[config.mk]
export PLATFORM = sky130hd
export DESIGN_NAME = mux_serializer
export DESIGN_NICKNAME = d
export VERILOG_FILES = /design/src/rtl/mux_serializer_pkg.sv /design/src/rtl/mux16to1.sv /design/src/rtl/mux_serializer.sv
export SDC_FILE = /design/constraint.sdc
export NUM_CORES = 1
export LEC_CHECK = 0
export BUFFER_PORTS_ARGS = -buffer_cell sky130_fd_sc_hd__buf_2
export CORE_MARGIN = 3
export CORE_UTILIZATION = 43
export DETAILED_ROUTE_END_ITERATION = 16
export HOLD_SLACK_MARGIN = 0.15
export PLACE_DENSITY = 0.72
export SLEW_MARGIN = 20
export SYNTH_ARGS = -nofsm -noshare
export SYNTH_HDL_FRONTEND = slang
export SYNTH_SLANG_ARGS = --single-unit
[constraint.sdc]
create_clock -name clk -period 2.6 [get_ports clk]
set_input_delay 0.13 -clock clk [delete_from_list [all_inputs] [get_ports clk]]
set_output_delay 0.13 -clock clk [all_outputs]
set_load 0.1 [all_outputs]
[src/rtl/mux_serializer_pkg.sv]
`default_nettype none
// ============================================================================
// Module : mux_serializer_pkg
// Brief  : Shared types and index constants for the 16-bit mux serializer.
// Rev    : 1.0  initial release
// ============================================================================
package mux_serializer_pkg;

    localparam int WORD_W = 16;
    localparam int IDX_W  = 4;

    typedef enum logic [0:0] {
        ST_IDLE  = 1'b0,
        ST_SHIFT = 1'b1
    } state_t;

    function automatic logic [IDX_W-1:0] first_idx(input bit msb_first);
        return msb_first ? IDX_W'(WORD_W - 1) : '0;
    endfunction

    function automatic logic [IDX_W-1:0] last_idx(input bit msb_first);
        return msb_first ? '0 : IDX_W'(WORD_W - 1);
    endfunction

endpackage : mux_serializer_pkg
`default_nettype wire

[src/rtl/mux16to1.sv]
`default_nettype none
// ============================================================================
// Module : mux16to1
// Brief  : Structural 16:1 bit multiplexer used for serial bit extraction.
// Rev    : 1.0  initial release
// ============================================================================
module mux16to1
    import mux_serializer_pkg::*;
(
    input  logic [WORD_W-1:0] in,
    input  logic [IDX_W-1:0]  sel,
    output logic              out
);

    assign out = in[sel];

endmodule : mux16to1
`default_nettype wire

[src/rtl/mux_serializer.sv]
`default_nettype none
// ============================================================================
// Module : mux_serializer
// Brief  : Valid/ready 16-bit parallel-to-serial stage driving mux16to1.
// Rev    : 1.0  initial release
// ============================================================================
module mux_serializer
    import mux_serializer_pkg::*;
#(
    parameter bit MSB_FIRST = 1'b0,
    parameter int CNT_W     = 8
) (
    input  logic              clk,
    input  logic              rst_n,
    input  logic              in_valid,
    output logic              in_ready,
    input  logic [WORD_W-1:0] in_data,
    output logic              ser_out,
    output logic              ser_valid,
    input  logic              ser_ready,
    output logic              ser_last,
    output logic              busy,
    output logic [CNT_W-1:0]  word_cnt
);

    localparam logic [IDX_W-1:0] C_FIRST = first_idx(MSB_FIRST);
    localparam logic [IDX_W-1:0] C_LAST  = last_idx(MSB_FIRST);

    state_t             r_state;
    logic [WORD_W-1:0]  r_data;
    logic [IDX_W-1:0]   r_bit_idx;
    logic [CNT_W-1:0]   r_word_cnt;
    logic               r_in_ready;
    logic               r_ser_valid;
    logic               r_ser_last;
    logic               r_busy;
    logic [IDX_W-1:0]   w_idx_next;

    assign w_idx_next = MSB_FIRST ? (r_bit_idx - IDX_W'(1)) : (r_bit_idx + IDX_W'(1));

    // Handshake outputs are registered alongside the state, so neither
    // in_valid nor ser_ready reaches any output combinationally.
    always_ff @(posedge clk or negedge rst_n) begin
        if (!rst_n) begin
            r_state     <= ST_IDLE;
            r_data      <= '0;
            r_bit_idx   <= '0;
            r_word_cnt  <= '0;
            r_in_ready  <= 1'b1;
            r_ser_valid <= 1'b0;
            r_ser_last  <= 1'b0;
            r_busy      <= 1'b0;
        end else begin
            case (r_state)
                ST_IDLE: begin
                    if (in_valid) begin
                        r_state     <= ST_SHIFT;
                        r_data      <= in_data;
                        r_bit_idx   <= C_FIRST;
                        r_in_ready  <= 1'b0;
                        r_ser_valid <= 1'b1;
                        r_ser_last  <= (C_FIRST == C_LAST);
                        r_busy      <= 1'b1;
                    end
                end
                ST_SHIFT: begin
                    if (ser_ready) begin
                        if (r_bit_idx == C_LAST) begin
                            // bit_idx is left as-is; the next capture reloads it
                            r_state     <= ST_IDLE;
                            r_word_cnt  <= r_word_cnt + CNT_W'(1);
                            r_in_ready  <= 1'b1;
                            r_ser_valid <= 1'b0;
                            r_ser_last  <= 1'b0;
                            r_busy      <= 1'b0;
                        end else begin
                            r_bit_idx  <= w_idx_next;
                            r_ser_last <= (w_idx_next == C_LAST);
                        end
                    end
                end
                default: begin
                    r_state <= ST_IDLE;
                end
            endcase
        end
    end

    mux16to1 u_mux (
        .in  (r_data),
        .sel (r_bit_idx),
        .out (ser_out)
    );

    assign in_ready  = r_in_ready;
    assign ser_valid = r_ser_valid;
    assign ser_last  = r_ser_last;
    assign busy      = r_busy;
    assign word_cnt  = r_word_cnt;

endmodule : mux_serializer
`default_nettype wire

==> impl_metrics.json <==
{
  "pin_count": 33,
  "cts.path.max_buffers": 2,
  "area_growth_pct": 28.0,
  "fin_setup_tns_ps": 0,
  "critical_path_required_ps": 2470,
  "nets": 201,
  "grt_pass1_vias": 1147,
  "yosysWarningCount": 0,
  "drt-total-wl_um": 2970,
  "postRouteAntennaNets": 0,
  "die_h_um": 65.7,
  "clkLatencyLatePin_ps": 330,
  "cts-root-buf": "clkbuf_4",
  "dr_total_vias": 1114,
  "power.density_nw_per_um2": 1220,
  "place_ws_ps": 585,
  "gp_congestion": 0.758,
  "cts_inserted_buffers": 5,
  "port_buffers": 32,
  "syn_nets": 149,
  "syn_area_um2": 1530,
  "outcome": "completed",
  "drt-wirelength-per-cell_um": 13.2,
  "grt_pass1_wl_um": 5120,
  "core_area_um2": 3390,
  "grt_max_degree": 33,
  "syn_inst": 126,
  "yosysUniqueCellTypes": 35,
  "drt_iter0_markers": 33,
  "drc": 0,
  "synth_seq_cells": 32,
  "drv_slew": 0,
  "ir_drop_mv": 0.609,
  "rsz0062_at_grt": "false",
  "via_per_inst": 4.97,
  "clkTransAtPathRegs_ps": 100,
  "drt_pass1_iterations": 4,
  "antenna_cells": 0,
  "stdcell_count": 224,
  "worst_r2r_startpoint": "r_bit_idx[0]",
  "cellLeakagePower_nw": 0.939,
  "cts_tree": "done",
  "finalWorstSetupSlack_ps": 239,
  "min_period_over_period_pct": 90.8,
  "die_x_um": 65.7,
  "gr-total-overflow": 0,
  "critPathCaptureType": "primary output",
  "gr-usage-all-layers_pct": 16.0,
  "fmax_ghz": 0.424,
  "tightest_slew_ps": 681,
  "row_count": 21,
  "htreeDepth": 2,
  "hold_viol": 0,
  "cts_sinks": 32,
  "path_class": "register to primary output",
  "r2r_slack_ps": 670,
  "place.detailed.hpwl_um": 2170,
  "async_flop_share_pct": 100,
  "worst-r2r-cell-count": 4,
  "start_util_pct": 45.3,
  "cp-start-kind": "register",
  "yosys_most_used_dff": "dfrtp_1",
  "dpl.cell_count": 198,
  "post_cts_buffers": 0,
  "antenna_found_initial": 0,
  "slew_headroom_pct": 54.6,
  "avgSynthCellArea_um2": 12.2,
  "synth_edf_count": 0,
  "worstPathArrival_ps": 2230,
  "clock_skew_ps": 10.4,
  "min_path_type": "primary input to asynchronous set/reset pin",
  "worst-path-max-fanout": 11,
  "setup_viol": 0,
  "finalPower_mw": 2.39,
  "period_minus_slack_ps": 2360,
  "drive_gt1_share_pct": 34.8,
  "maxCapViolations": 0,
  "ys_seq_area_share_pct": 52.3,
  "r2r_end": "word_cnt[1]",
  "dieArea_um2": 4320
}
worst max-delay path, stage by stage (launching register included):
cell and delay [ps]:
dfrtp_1 660, mux2i_1 170, a221oi_1 390, a22oi_1 160
nand2_1 90, buf_2 420
layout make-up:
type | count | area, um^2
tap | 46 | 57.6
multi-input combinational | 82 | 666
sequential | 32 | 802
timing repair buffer | 51 | 350
clock buffer | 7 | 65.1
inverter | 6 | 22.5
fill | 286 | 1430
placed cells by master, fill, tap and decap left out, drive strengths merged:
cell / synthesis / layout
o22ai: 1 / 1
nand2: 7 / 7
a32o: 1 / 1
dfrtp: 31 / 31
clkbuf: 1 / 7
nand4: 2 / 2
nand2b: 1 / 1
a221oi: 2 / 2
nand3: 6 / 6
a21o: 1 / 1
a22oi: 1 / 1
o21ai: 2 / 2
xor2: 2 / 2
a22o: 1 / 1
mux4: 2 / 2
xnor2: 7 / 7
a41oi: 1 / 1
mux2: 17 / 17
and3: 1 / 1
mux2i: 5 / 5
and2: 1 / 1
a211oi: 1 / 1
nor2: 8 / 8
dlygate4sd3: 0 / 19
a21oi: 4 / 4
nor3: 4 / 4
inv: 6 / 6
buf: 5 / 32
ha: 3 / 3
nor2b: 1 / 1
dfstp: 1 / 1
routing by layer:
layer  global-route usage, %  part of all wire, %  vias up  routed length [um]
li1                        -                    -      546                   -
met2                    26.8                   51       22                1500
met4                    6.99                  2.0        0                  59
met5                       0                    0        -                   0
met3                    5.13                  4.0        6                 119
met1                    18.7                   43      540                1280
per-stage QoR:
| step | hold slack, ps | instance area, um^2 | utilization [%] |
|---|---|---|---|
| 2_1_floorplan | -166 | 1530 | - |
| 3_5_place_dp | 215 | 1710 | 50.4 |
| 3_3_place_gp | 200 | 1710 | 50.4 |
| 4_1_cts | 382 | 1960 | 57.9 |
| 6_report | 365 | 1960 | 57.9 |
| 5_1_grt | 425 | 1960 | 57.9 |
cell usage after synthesis, types with 2 or more instances:
cell | n | area share, %
inv_1 | 6 | 1.5
buf_4 | 3 | 1.5
dfrtp_1 | 31 | 51
nand2_1 | 7 | 1.7
mux2i_1 | 5 | 3.3
nand4_1 | 2 | 0.82
a21oi_1 | 4 | 1.3
o21ai_0 | 2 | 0.65
xor2_1 | 2 | 1.1
mux2_2 | 17 | 12
ha_1 | 3 | 2.4
nand3_1 | 6 | 2.0
nor3_1 | 3 | 0.98
xnor2_1 | 7 | 4.0
mux4_2 | 2 | 2.9
nor2_1 | 6 | 1.5
a221oi_1 | 2 | 1.1
logic make-up (layout without fill, tap and decap cells):
kind of cell	Yosys count	count (layout)	share of synthesized area [%]
compound gates	15	15	6.77
xor+xnor	9	9	5.14
buf+inv	12	64	4.32
simple gates	31	31	10.4
mux	24	24	18.7
flops	32	32	52.3
fa+ha+maj	3	3	2.45
worst max-delay path by stage:
stage / startpoint / endpoint / slack (ps) / depth (start not counted)
detailed placement: r_bit_idx[0] / ser_out / 580 / 5
global route: r_bit_idx[0] / ser_out / 60 / 5
global placement: r_bit_idx[0] / ser_out / 750 / 4
CTS: r_bit_idx[0] / ser_out / 200 / 5
finish: r_bit_idx[0] / ser_out / 240 / 5
floorplan: r_bit_idx[0] / ser_out / 740 / 5
state kept, by name, indices dropped and copies added (netlist names):
register / flops
busy: 1
in_ready: 1
r_bit_idx: 4
r_data: 16
r_state: 1
ser_last: 1
word_cnt: 8
where the power goes:
group	leakage (nW)	internal, mW	switching, mW
clock network	0.0374	0.153	0.158
registers	0.398	0.698	0.204
logic	0.504	0.413	0.763
total	0.939	1.26	1.13
what timing repair did:
item / CTS / global route
hold buffers: 19 / 0
gates resized for setup: 0 / 0
hold endpoints to repair: 51 / 0
Note: power is estimated with default switching activity, not from simulation.
